<file path="src/rtl/uart_tx_cfg.sv">
// Buffered UART transmitter: FIFO-fed, LSB-first frames with optional parity and 1/2 stop bits.
// Word pushed into an idle block starts its start bit one edge later; writes while full are dropped.

module uart_tx_cfg_fifo #(
  parameter int WIDTH = 8,
  parameter int DEPTH = 4
) (
  input  logic                     i_Clock,
  input  logic                     i_Rst_L,
  input  logic                     push_i,
  input  logic [WIDTH-1:0]         push_dat_i,
  input  logic                     pop_i,
  output logic [WIDTH-1:0]         pop_dat_o,
  output logic                     full_o,
  output logic                     empty_o,
  output logic [$clog2(DEPTH):0]   count_o
);
  localparam int AW = $clog2(DEPTH);

  logic [WIDTH-1:0] mem_q [DEPTH];
  logic [AW-1:0]    wr_ptr_q;
  logic [AW-1:0]    rd_ptr_q;
  logic [AW:0]      count_q;
  logic             push_ok;
  logic             pop_ok;

  assign full_o    = (count_q == (AW+1)'(DEPTH));
  assign empty_o   = (count_q == '0);
  // Full blocks a push even when a pop happens on the same edge.
  assign push_ok   = push_i && !full_o;
  assign pop_ok    = pop_i && !empty_o;
  assign pop_dat_o = mem_q[rd_ptr_q];
  assign count_o   = count_q;

  always_ff @(posedge i_Clock or negedge i_Rst_L) begin
    if (!i_Rst_L) begin
      wr_ptr_q <= '0;
      rd_ptr_q <= '0;
      count_q  <= '0;
    end else begin
      if (push_ok) wr_ptr_q <= wr_ptr_q + 1'b1;
      if (pop_ok)  rd_ptr_q <= rd_ptr_q + 1'b1;
      case ({push_ok, pop_ok})
        2'b10:   count_q <= count_q + 1'b1;
        2'b01:   count_q <= count_q - 1'b1;
        default: count_q <= count_q;
      endcase
    end
  end

  always_ff @(posedge i_Clock) begin
    if (push_ok) mem_q[wr_ptr_q] <= push_dat_i;
  end
endmodule

module uart_tx_cfg #(
  parameter int CLOCK_SPEED = 25_000_000,
  parameter int BAUD_RATE   = 115_200,
  parameter int DATA_BITS   = 8,
  parameter int PARITY      = 0,
  parameter int STOP_BITS   = 1,
  parameter int FIFO_DEPTH  = 4
) (
  input  logic                          i_Clock,
  input  logic                          i_Rst_L,
  input  logic                          i_TX_DV,
  input  logic [DATA_BITS-1:0]          i_TX_Byte,
  output logic                          o_TX_Ready,
  output logic [$clog2(FIFO_DEPTH):0]   o_FIFO_Count,
  output logic                          o_TX_Active,
  output logic                          o_TX_Serial,
  output logic                          o_TX_Done
);
  localparam int CLKS_PER_BIT = CLOCK_SPEED / BAUD_RATE;
  localparam int CNT_W        = (CLKS_PER_BIT > 1) ? $clog2(CLKS_PER_BIT) : 1;

  generate
    if (DATA_BITS < 5 || DATA_BITS > 9) begin : g_bad_data_bits
      $error("uart_tx_cfg: DATA_BITS must be in 5..9");
    end
    if (STOP_BITS != 1 && STOP_BITS != 2) begin : g_bad_stop_bits
      $error("uart_tx_cfg: STOP_BITS must be 1 or 2");
    end
    if (PARITY < 0 || PARITY > 2) begin : g_bad_parity
      $error("uart_tx_cfg: PARITY must be 0, 1 or 2");
    end
    if (CLKS_PER_BIT < 2) begin : g_bad_baud
      $error("uart_tx_cfg: CLOCK_SPEED/BAUD_RATE must be at least 2");
    end
    if (FIFO_DEPTH < 2 || (FIFO_DEPTH & (FIFO_DEPTH - 1)) != 0) begin : g_bad_depth
      $error("uart_tx_cfg: FIFO_DEPTH must be a power of two >= 2");
    end
  endgenerate

  localparam logic [2:0] S_IDLE   = 3'd0;
  localparam logic [2:0] S_START  = 3'd1;
  localparam logic [2:0] S_DATA   = 3'd2;
  localparam logic [2:0] S_PARITY = 3'd3;
  localparam logic [2:0] S_STOP   = 3'd4;

  localparam logic [CNT_W-1:0] LAST_CLK  = CNT_W'(CLKS_PER_BIT - 1);
  localparam logic [3:0]       LAST_DATA = 4'(DATA_BITS - 1);
  localparam logic [3:0]       LAST_STOP = 4'(STOP_BITS - 1);

  logic [2:0]           state_q, state_d;
  logic [CNT_W-1:0]     clk_cnt_q, clk_cnt_d;
  logic [3:0]           bit_idx_q, bit_idx_d;
  logic [DATA_BITS-1:0] shift_q, shift_d;
  logic                 par_q, par_d;
  logic                 serial_q, serial_d;

  logic                 pop;
  logic [DATA_BITS-1:0] fifo_dat;
  logic                 fifo_full;
  logic                 fifo_empty;
  logic                 clk_last;
  logic                 frame_end;

  uart_tx_cfg_fifo #(
    .WIDTH (DATA_BITS),
    .DEPTH (FIFO_DEPTH)
  ) u_fifo (
    .i_Clock    (i_Clock),
    .i_Rst_L    (i_Rst_L),
    .push_i     (i_TX_DV),
    .push_dat_i (i_TX_Byte),
    .pop_i      (pop),
    .pop_dat_o  (fifo_dat),
    .full_o     (fifo_full),
    .empty_o    (fifo_empty),
    .count_o    (o_FIFO_Count)
  );

  assign clk_last  = (clk_cnt_q == LAST_CLK);
  assign frame_end = (state_q == S_STOP) && clk_last && (bit_idx_q == LAST_STOP);

  always_comb begin
    state_d   = state_q;
    clk_cnt_d = clk_cnt_q;
    bit_idx_d = bit_idx_q;
    shift_d   = shift_q;
    par_d     = par_q;
    serial_d  = serial_q;
    pop       = 1'b0;

    if (state_q != S_IDLE) clk_cnt_d = clk_last ? '0 : clk_cnt_q + 1'b1;

    case (state_q)
      S_IDLE: serial_d = 1'b1;
      S_START: begin
        if (clk_last) begin
          state_d   = S_DATA;
          serial_d  = shift_q[0];
          bit_idx_d = '0;
        end
      end
      S_DATA: begin
        if (clk_last) begin
          if (bit_idx_q == LAST_DATA) begin
            bit_idx_d = '0;
            if (PARITY != 0) begin
              state_d  = S_PARITY;
              serial_d = par_q;
            end else begin
              state_d  = S_STOP;
              serial_d = 1'b1;
            end
          end else begin
            // Shift so the next data bit always sits at bit 1 of the current word.
            bit_idx_d = bit_idx_q + 1'b1;
            shift_d   = shift_q >> 1;
            serial_d  = shift_q[1];
          end
        end
      end
      S_PARITY: begin
        if (clk_last) begin
          state_d  = S_STOP;
          serial_d = 1'b1;
        end
      end
      S_STOP: begin
        if (clk_last) begin
          if (bit_idx_q == LAST_STOP) begin
            state_d  = S_IDLE;
            serial_d = 1'b1;
          end else begin
            bit_idx_d = bit_idx_q + 1'b1;
          end
        end
      end
      default: begin
        state_d  = S_IDLE;
        serial_d = 1'b1;
      end
    endcase

    // Loading from idle or from the last stop cycle keeps frames back-to-back.
    if ((state_q == S_IDLE || frame_end) && !fifo_empty) begin
      pop       = 1'b1;
      shift_d   = fifo_dat;
      par_d     = (^fifo_dat) ^ (PARITY == 2);
      state_d   = S_START;
      serial_d  = 1'b0;
      clk_cnt_d = '0;
      bit_idx_d = '0;
    end
  end

  always_ff @(posedge i_Clock or negedge i_Rst_L) begin
    if (!i_Rst_L) begin
      state_q   <= S_IDLE;
      clk_cnt_q <= '0;
      bit_idx_q <= '0;
      shift_q   <= '0;
      par_q     <= 1'b0;
      serial_q  <= 1'b1;
    end else begin
      state_q   <= state_d;
      clk_cnt_q <= clk_cnt_d;
      bit_idx_q <= bit_idx_d;
      shift_q   <= shift_d;
      par_q     <= par_d;
      serial_q  <= serial_d;
    end
  end

  assign o_TX_Serial = serial_q;
  assign o_TX_Active = (state_q != S_IDLE);
  assign o_TX_Done   = frame_end;
  assign o_TX_Ready  = !fifo_full;
endmodule

</file>
<file path="config.mk">
export PLATFORM = sky130hd
export DESIGN_NAME = uart_tx_cfg
export DESIGN_NICKNAME = d
export VERILOG_FILES = /design/src/rtl/uart_tx_cfg.sv
export SDC_FILE = /design/constraint.sdc
export NUM_CORES = 1
export LEC_CHECK = 0
export ABC_AREA = 1
export BUFFER_PORTS_ARGS = -buffer_cell sky130_fd_sc_hd__buf_2
export CAP_MARGIN = 25
export CORE_ASPECT_RATIO = 2
export CORE_UTILIZATION = 44
export CTS_CLUSTER_SIZE = 14
export DETAILED_ROUTE_END_ITERATION = 16
export GPL_ROUTABILITY_DRIVEN = 0
export PLACE_DENSITY = 0.66
export SYNTH_ARGS = -nofsm -noshare
export SYNTH_HDL_FRONTEND = slang
export SYNTH_SLANG_ARGS = --single-unit
export TNS_END_PERCENT = 5
</file>
<file path="constraint.sdc">
create_clock -name i_Clock -period 2.2 [get_ports i_Clock]
set_input_delay 0.33 -clock i_Clock [delete_from_list [all_inputs] [get_ports i_Clock]]
set_output_delay 0.33 -clock i_Clock [all_outputs]
set_load 0.005 [all_outputs]
</file>
==> flow_summary.json, run 1 <==
{
  "outcome": "finished, final reports clean",
  "final_area_mm2": 0.00366,
  "avgViaCountPerCell": 4.91,
  "finClkSkew_ns": 0.00381,
  "final_hold_viol_count": 0,
  "nets": 371,
  "h-tree-depth": 3,
  "setup_ws_ns": 0.0717,
  "die_y_um": 119,
  "hold_buffers": 0,
  "drc_errors": 0,
  "holdCritPathClass": "primary input to asynchronous set/reset pin",
  "synthTopCellsByCount": "48 x nand2_1, 46 x nor2_1, 35 x inv_1, 33 x nand3_1, 32 x edfxtp_1",
  "clk-insertion-delay-late_ns": 0.33,
  "crit_path_top_delay_cell": "dfrtp_1",
  "synth_area_leaders": "edfxtp_1 32%, dfrtp_1 25%, nand2_1 6.0%",
  "async_reset_ff_frac": 0.492,
  "die_w_um": 60.5,
  "wl_per_cell_um": 13.0,
  "max_cap_violations": 0,
  "antenna_cells": 0,
  "tightest_slew_ns": 0.700,
  "synth_area_leader_cell": "edfxtp_1",
  "yosysTopAreaCellShare": 0.319,
  "grt_max_degree": 32,
  "maxSlewViolCount": 0,
  "worst_setup_path_end_kind": "register",
  "fin_cells": 443,
  "yosys_register_bits": 63,
  "arrival_ns": 2.34,
  "firstDrtPassIters": 4,
  "grt_pass1_wl_um": 9680,
  "cts_buffer_depth": 2,
  "worst-path-buf-inv": 2,
  "cp.required_ns": 2.41,
  "track_usage": 0.188,
  "gr-total-overflow": 0,
  "fmax_mhz": 470,
  "hpwl_um": 4160,
  "antenna_found_initial": 0,
  "yosysWarnings": 0,
  "cp-start-kind": "register",
  "drt-total-wl_um": 5770,
  "synth_cells": 309,
  "period_needed_ns": 2.13,
  "leakage_nw": 1.67,
  "numCtsBuffers": 9,
  "path_class": "register to register",
  "clk_pin_slew_worst_paths_ns": 0.05,
  "drt_iter0_markers": 89,
  "synth_cell_type_count": 29,
  "port_buffers": 17,
  "synth_edf_count": 32,
  "fin_util": 0.552,
  "design.core.area_mm2": 0.00662,
  "n_fill_cell": 616,
  "setup_violations": 0,
  "setup_tns_ns": 0,
  "cts_root_buf": "clkbuf_16",
  "final.period_utilization": 0.967,
  "path_cells": "inv_2 > ha_2 > nand3_2 > nor2_4 > nand2_4 > a21oi_4 > ha_2 > inv_2 > fa_2 > a21oi_2 > o21ai_1 > xor2_1",
  "seq_area_frac_synth": 0.576,
  "initial_core_util": 0.455,
  "ios": 18,
  "placed_cells": 425,
  "dp_slack_ns": 0.0304,
  "synth_area_mm2": 0.00302,
  "synth_area_per_cell_um2": 9.76,
  "synth_fp_nets": 330,
  "path_delay_family": "adder cells",
  "power_density_mw_per_mm2": 939,
  "final_layout_size_suffix_gt1_frac": 0.208,
  "peakVddDrop_mv": 0.724,
  "worst_path_largest_cell_delay_ns": 0.40,
  "antenna_left": 0,
  "grt_pass1_vias": 2229,
  "synth.most_common_cell": "nand2_1",
  "rows": 42,
  "cp_max_fo": 3,
  "cts_tree": "built",
  "max-slew-margin-rel": 0.533,
  "place_area_mm2": 0.00330,
  "clock-sinks": 63,
  "die-area_mm2": 0.00721,
  "ys.flop_type": "edfxtp_1",
  "area_growth_pct": 21.3,
  "vias": 2173
}
[sequential cells by signal (all words and copies together) (netlist names), 2 cells and up]
register and cells:
bit_idx_q 4, clk_cnt_q 8, shift_q 8, state_q 3, u_fifo.count_o 3, u_fifo.mem_q 32, u_fifo.rd_ptr_q 2, u_fifo.wr_ptr_q 2
[final timing paths]
kind | from | endpoint | slack, ns | cells after the start
max | clk_cnt_q[1] | u_fifo.count_o[2] | 0.07 | 12
min | i_Rst_L | clk_cnt_q[4] | 0.05 | 1
max reg2reg | clk_cnt_q[1] | u_fifo.count_o[2] | 0.07 | 12
min reg2reg | shift_q[7] | shift_q[7] | 0.50 | 2
max in group asynchronous | i_Rst_L | shift_q[3] | 1.70 | 1
min in group i_Clock | i_TX_Byte[4] | u_fifo.mem_q[2][4] | 0.21 | 1
[cell usage in the layout, fill, tap and decap left out]
master / Yosys / routed
bufinv_16: 0 / 2
clkinvlp_4: 0 / 1
buf_2: 2 / 17
buf_4: 0 / 17
nand3_2: 1 / 2
xor2_1: 4 / 4
a21oi_2: 0 / 1
nor3_1: 1 / 1
clkbuf_1: 1 / 1
xnor2_1: 2 / 2
dfstp_2: 1 / 1
o21ai_1: 0 / 1
ha_1: 9 / 7
edfxtp_1: 32 / 32
clkbuf_16: 0 / 9
clkinv_4: 0 / 2
nand3_1: 33 / 32
nand2_1: 48 / 48
o22ai_1: 8 / 8
nor2_4: 4 / 5
ha_2: 0 / 2
nand2_4: 5 / 5
a41oi_1: 1 / 1
nand2_2: 3 / 3
dfrtp_1: 30 / 30
nor2_1: 46 / 46
inv_6: 0 / 1
inv_1: 35 / 33
a21oi_1: 6 / 5
o211ai_1: 1 / 1
a21oi_4: 1 / 1
fa_2: 0 / 1
clkinv_2: 1 / 1
inv_2: 1 / 3
o21ai_0: 28 / 27
nand3b_1: 2 / 2
[through the flow]
| stage | hold WS (ns) | power [mW] |
|---|---|---|
| 2_1_floorplan | 0.0344 | 1.75 |
| 3_3_place_gp | 0.426 | 1.94 |
| 3_5_place_dp | 0.428 | 1.96 |
| 4_1_cts | 0.0726 | 3.47 |
| 5_1_grt | 0.112 | 3.58 |
| 6_report | 0.0450 | 3.44 |
[final cells by class]
| cell class | instances | area [µm²] | share of cell area |
|---|---|---|---|
| repair buffers | 34 | 213 | 0.0582 |
| clock inverters | 6 | 93.8 | 0.0257 |
| multi-input cells | 205 | 1130 | 0.310 |
| well taps | 88 | 110 | 0.0301 |
| inverters | 37 | 140 | 0.0383 |
| clock buffers | 10 | 229 | 0.0626 |
| flip-flops and latches | 63 | 1740 | 0.475 |
[where the power goes]
| part | leakage, nW | internal [mW] | switching, mW |
|---|---|---|---|
| Combinational | 0.846 | 0.170 | 0.280 |
| Clock | 0.153 | 0.998 | 0.509 |
| Sequential | 0.672 | 1.42 | 0.0596 |
| Total | 1.67 | 2.59 | 0.848 |
[per-layer routing]
layer  vias up  wire length, µm  GRT usage
met5         -                0          0
met4         0              157      0.109
met3        14              161     0.0543
met2        31             3330      0.331
met1      1021             2130      0.184
li1       1107                -          -
[logic make-up after synthesis]
logic type / count (synthesis) / synth area share
XOR/XNOR: 6 / 0.0174
adder cells (fa/ha/maj): 10 / 0.0440
flip-flops: 63 / 0.576
buffers and inverters: 41 / 0.0548
AND/OR/NAND/NOR: 144 / 0.224
AO/OA/AOI/OAI: 45 / 0.0838
[timing repair]
action                                  CTS  global route
resized for setup                         0             6
hold endpoints to repair                  0             0
endpoints found under the setup margin    0             2
setup buffers                             0             2
Power figures use the tool's default switching activity.
==> run 2, diff against run 1 <==
MAX_ROUTING_LAYER = met4   (was not set)
SYNTH_HIERARCHICAL = 1   (was not set)
==> run 2 against run 1 <==
Against the previous run:
- cell area grew 7.1%
- first-iteration DRC count grew 13%
- non-clock buffer count grew 10
- critical endpoint is now u_fifo/count_o[2]
==> flow_summary.json, run 2 <==
{
  "drc_errors": 0,
  "multi_input_area_mm2": 0.00121,
  "r2r-start": "clk_cnt_q[1]",
  "outcome": "finished, final reports clean",
  "antenna_found_initial": 0,
  "yosys_register_bits": 63,
  "area_growth_pct": 23.2,
  "seq_area_frac_synth": 0.547,
  "cp_max_fo": 3,
  "hold_buffers": 0,
  "r2r_slack_ns": 0.04,
  "grt_pass1_vias": 2445,
  "placed_cells": 465,
  "power_density_mw_per_mm2": 1360,
  "port_buffers": 17,
  "timing.hold.ws_ns": 0.0551,
  "die_y_um": 122,
  "seqCellArea_mm2": 0.00174,
  "n_fill_cell": 586,
  "gr-total-overflow": 0,
  "final_hold_viol_count": 0,
  "synth_cell_type_count": 28,
  "finClkSkew_ns": 0.00751,
  "holdCritPathClass": "primary input to asynchronous set/reset pin",
  "antenna_cells": 0,
  "clk_pin_slew_worst_paths_ns": 0.05,
  "layout_commonest_cell": "nand2_1",
  "cts_root_buf": "clkbuf_16",
  "avgViaCountPerCell": 4.87,
  "ios": 18,
  "synth_area_mm2": 0.00318,
  "yosysTopAreaCellShare": 0.302,
  "maxSlewViolCount": 0,
  "fmax_mhz": 463,
  "period_needed_ns": 2.16,
  "cts_tree": "built",
  "firstDrtPassIters": 4,
  "arrival_ns": 2.37,
  "path_class": "register to register",
  "grt_max_degree": 35,
  "die_w_um": 62.1,
  "ys.flop_type": "edfxtp_1",
  "track_usage": 0.197,
  "synth_area_per_cell_um2": 9.19,
  "initial_core_util": 0.458,
  "fin_cells": 490,
  "synth_cells": 346,
  "antenna_left": 0,
  "dp_slack_ns": -0.0679,
  "nets": 416,
  "synth_area_leader_cell": "edfxtp_1",
  "cp.required_ns": 2.41,
  "synth_edf_count": 32,
  "yosysWarnings": 6,
  "drt-total-wl_um": 6080,
  "r2r_end": "u_fifo/count_o[2]",
  "design.core.area_mm2": 0.00694,
  "synth_area_leaders": "edfxtp_1 30%, dfrtp_1 24%, nand2_1 11%",
  "async_reset_ff_frac": 0.492,
  "rr_worst_depth": 17,
  "max_cap_violations": 0,
  "rsz0062_at_grt": "true",
  "setup_violations": 0,
  "final_layout_size_suffix_gt1_frac": 0.240,
  "worst_setup_path_end_kind": "register",
  "grt_pass1_wl_um": 10200,
  "layout_common_cells": "86 x nand2_1, 55 x inv_1, 32 x edfxtp_1",
  "synth_fp_nets": 367,
  "largest_registers": "u_fifo/mem_q (32), clk_cnt_q (8), shift_q (8)",
  "synthTopCellsByCount": "89 x nand2_1, 62 x inv_1, 34 x nand3_1, 32 x edfxtp_1, 30 x dfrtp_1",
  "clock-sinks": 63,
  "largest_reg_flops": 32,
  "leakage_nw": 1.90,
  "clk-insertion-delay-late_ns": 0.33,
  "tightest_slew_ns": 0.718,
  "final.period_utilization": 0.981,
  "die-area_mm2": 0.00759,
  "h-tree-depth": 3,
  "wl_per_cell_um": 12.4,
  "rows": 43,
  "synth.most_common_cell": "nand2_1",
  "numCtsBuffers": 9,
  "drt_iter0_markers": 101,
  "cts_buffer_depth": 2,
  "setup_ws_ns": 0.0413,
  "hpwl_um": 4350,
  "vias": 2387,
  "cp-start-kind": "register",
  "regMostFlops": "u_fifo/mem_q",
  "peakVddDrop_mv": 0.770,
  "max-slew-margin-rel": 0.521
}
[run 2: metal layers]
layer | track usage | wire, µm
met5 | - | 0
met4 | 0.142 | 242
met3 | 0.0414 | 139
met2 | 0.337 | 3510
met1 | 0.181 | 2180
[run 2: report_power, final]
part | internal, mW | switching (mW)
Sequential | 1.60 | 0.192
Clock | 0.982 | 0.472
Combinational | 0.825 | 1.25
[run 2: kinds of logic (layout without fill, tap and decap cells)]
family	count (synthesis)	count (layout)	share of synthesized area
adders and majority gates	10	10	0.0417
buffers and inverters	73	127	0.100
and+or+nand+nor	158	158	0.224
xor gates and xnor gates	6	6	0.0165
AOI/OAI and AO/OA	36	36	0.0709
DFF	63	63	0.547
[run 2: layout make-up]
| class | instances | area share |
|---|---|---|
| clock buffer | 11 | 0.0594 |
| timing repair buffer | 44 | 0.0735 |
| sequential | 63 | 0.444 |
| inverter | 67 | 0.0655 |
| tap | 90 | 0.0288 |
| multi-input combinational | 210 | 0.310 |
| clock inverter | 5 | 0.0188 |
[run 2: worst max path at each step]
stage                       startpoint                 to  slack, ns  depth (start not counted)
final                     clk_cnt_q[1]  u_fifo/count_o[2]       0.04                         17
after global routing      clk_cnt_q[1]  u_fifo/count_o[2]      -0.07                         17
after CTS                 bit_idx_q[1]  u_fifo/count_o[1]       0.03                         14
after detailed placement  bit_idx_q[0]  u_fifo/count_o[2]      -0.07                         17
after global placement    bit_idx_q[0]  u_fifo/count_o[2]       0.04                         17
after floorplan           clk_cnt_q[0]  u_fifo/count_o[2]      0.006                         17
[run 2: repair_timing]
item | in CTS | in global routing
resized for setup | 6 | 18
pin swaps | 4 | 8
setup endpoints to repair | 1 | 2
buffers inserted | 3 | 6
[run 2: worst max-delay path, stage by stage, from the launching register on]
cell     delay, ns
dfrtp_1       0.39
inv_2         0.08
ha_4          0.14
nand3_4       0.07
nor2_4        0.13
nand2_2       0.08
nand2_4       0.08
nand2_4       0.05
inv_4         0.06
nand2_4       0.05
inv_2         0.07
ha_4          0.14
inv_4         0.04
fa_2          0.39
nand2_2       0.10
nand3_2       0.07
nand2_1       0.07
nand2_1       0.05
[run 2: per-stage QoR]
step / area, µm² / utilization / total power, mW / TNS [ns]
floorplan: 3190 / - / 3.17 / 0
global placement: 3460 / 0.498 / 3.66 / 0
detailed placement: 3460 / 0.498 / 3.71 / -0.0679
CTS: 3810 / 0.549 / 5.20 / 0
global route: 3920 / 0.564 / 5.75 / -0.0763
finish: 3920 / 0.564 / 5.32 / 0
==> run 3, diff against run 2 <==
CTS_BUF_LIST = sky130_fd_sc_hd__clkbuf_2 sky130_fd_sc_hd__clkbuf_4 sky130_fd_sc_hd__clkbuf_8   (was not set)
==> run 3 against run 2 <==
Against the previous run:
- clock power fell by 26%
- sequential power barely moved
- setup slack improved by 0.0098 ns
- sequential share of layout area rose by 1.1 points
- die area did not move
- global-route usage fell by 0.26 points
- critical path depth did not move
- critical path type unchanged
- critical endpoint unchanged
- largest cell class unchanged
- largest power group unchanged
==> flow_summary.json, run 3 (synthesis gave the netlist of run 2 again) <==
{
  "r2r_end": "u_fifo/count_o[2]",
  "setup_ws_ns": 0.0511,
  "multi_input_area_mm2": 0.00121,
  "setup_violations": 0,
  "path_cells": "inv_2 > ha_4 > nand3_4 > nor2_4 > nand2_2 > nand2_4 > nand2_4 > inv_4 > nand2_4 > inv_2 > ha_4 > inv_4 > fa_2 > nand2_2 > nand3_2 > nand2_1 > nand2_1",
  "antenna_found_initial": 0,
  "grt_pass1_vias": 2427,
  "grt_max_degree": 35,
  "r2r-start": "clk_cnt_q[1]",
  "final_area_mm2": 0.00382,
  "cp_max_fo": 3,
  "area_growth_pct": 20.3,
  "cp.required_ns": 2.43,
  "seqCellArea_mm2": 0.00174,
  "cts_root_buf": "clkbuf_8",
  "avgViaCountPerCell": 4.86,
  "gr-total-overflow": 0,
  "firstDrtPassIters": 4,
  "outcome": "finished, final reports clean",
  "die-area_mm2": 0.00759,
  "holdCritPathClass": "primary input to asynchronous set/reset pin",
  "clock-sinks": 63,
  "fmax_mhz": 465,
  "crit_path_top_delay_cell": "dfrtp_1",
  "initial_core_util": 0.458,
  "drc_errors": 0,
  "r2r_slack_ns": 0.05,
  "ios": 18,
  "period_needed_ns": 2.15,
  "largest_reg_flops": 32,
  "maxSlewViolCount": 0,
  "clk-insertion-delay-late_ns": 0.34,
  "arrival_ns": 2.38,
  "place_area_mm2": 0.00346,
  "finClkSkew_ns": 0.00965,
  "clk_pin_slew_worst_paths_ns": 0.06,
  "hold_buffers": 0,
  "hpwl_um": 4350,
  "largest_registers": "u_fifo/mem_q (32), clk_cnt_q (8), shift_q (8)",
  "final_layout_size_suffix_gt1_frac": 0.245,
  "cts_tree": "built",
  "die_y_um": 122,
  "design.core.area_mm2": 0.00694,
  "antenna_cells": 0,
  "nets": 416,
  "h-tree-depth": 3,
  "final.period_utilization": 0.977,
  "leakage_nw": 1.86,
  "layout_commonest_cell": "nand2_1",
  "cp-start-kind": "register",
  "vias": 2381,
  "drt_iter0_markers": 120,
  "dp_slack_ns": -0.0679,
  "cp-startpoint": "clk_cnt_q[1]",
  "max-slew-margin-rel": 0.521,
  "numCtsBuffers": 9,
  "power_density_mw_per_mm2": 1290,
  "path_class": "register to register",
  "crit_top_cell": "nand2_4",
  "port_buffers": 17,
  "cts_buffer_depth": 2,
  "final_hold_viol_count": 0,
  "timing.hold.ws_ns": 0.0418,
  "layout_common_cells": "86 x nand2_1, 55 x inv_1, 32 x edfxtp_1",
  "worst_setup_path_end_kind": "register",
  "wl_per_cell_um": 12.3,
  "antenna_left": 0,
  "endpoint": "u_fifo/count_o[2]",
  "grt_pass1_wl_um": 10100,
  "drt-total-wl_um": 6050,
  "worst_path_largest_cell_delay_ns": 0.39,
  "die_w_um": 62.1,
  "peakVddDrop_mv": 0.723,
  "rr_worst_depth": 17,
  "max_cap_violations": 0,
  "n_fill_cell": 605,
  "regMostFlops": "u_fifo/mem_q",
  "tightest_slew_ns": 0.718,
  "track_usage": 0.195,
  "rows": 43,
  "rsz0062_at_grt": "true"
}
-- run 3: cell counts in the layout (fill, tap and decap cells not counted) --
No cell type changed its count.
-- run 3: power by group --
group / internal (mW) / total (mW) / switching [mW] / leakage (nW)
sequential: 1.60 / 1.79 / 0.191 / 0.683
combinational: 0.827 / 2.07 / 1.25 / 1.07
clock: 0.655 / 1.08 / 0.425 / 0.112
total: 3.08 / 4.94 / 1.86 / 1.86
-- run 3: how the worst min path moves through the flow --
stage	startpoint	endpoint	slack (ns)
after detailed placement	i_Rst_L	u_fifo/wr_ptr_q[0]	0.43
after global placement	i_Rst_L	u_fifo/wr_ptr_q[1]	0.42
after floorplan	i_Rst_L	bit_idx_q[0]	0.03
after CTS	i_Rst_L	state_q[0]	0.05
final	i_Rst_L	u_fifo/wr_ptr_q[0]	0.04
after global routing	i_Rst_L	u_fifo/wr_ptr_q[0]	0.08
-- run 3: per-stage QoR --
| stage | cells | util | power [mW] | TNS [ns] |
|---|---|---|---|---|
| floorplan | 346 | - | 3.17 | 0 |
| global placement | 465 | 0.498 | 3.66 | 0 |
| detailed placement | 465 | 0.498 | 3.71 | -0.0679 |
| CTS | 485 | 0.537 | 4.82 | 0 |
| global route | 490 | 0.551 | 5.36 | -0.0835 |
| finish | 490 | 0.551 | 4.94 | 0 |
-- run 3: what timing repair did --
| action | 4_1_cts | 5_1_grt |
|---|---|---|
| pin swaps | 4 | 9 |
| gates resized for setup | 6 | 18 |
| buffers inserted | 4 | 5 |
| endpoints found under the setup margin | 2 | 2 |
-- run 3: metal layers --
metal  global-route usage  wire [µm]  up-vias
li1                     -          -     1211
met5                    -          0        -
met3               0.0584        165       17
met4                0.111        177        0
met2                0.338       3480       37
met1                0.176       2220     1116
-- run 3: critical path: cells and delay by family, from the launching register on --
| kind | cells | cell delay [ns] |
|---|---|---|
| fa+ha+maj | 3 | 0.67 |
| buf+inv | 4 | 0.24 |
| flops | 1 | 0.39 |
| simple gates | 10 | 0.73 |
-- run 3: area by class of cell --
| type | instances | area share |
|---|---|---|
| clock inverters | 5 | 0.0193 |
| inverters | 67 | 0.0671 |
| multi-input cells | 210 | 0.318 |
| flip-flops and latches | 63 | 0.455 |
| repair buffers | 44 | 0.0753 |
| clock buffers | 11 | 0.0363 |
| well taps | 90 | 0.0295 |
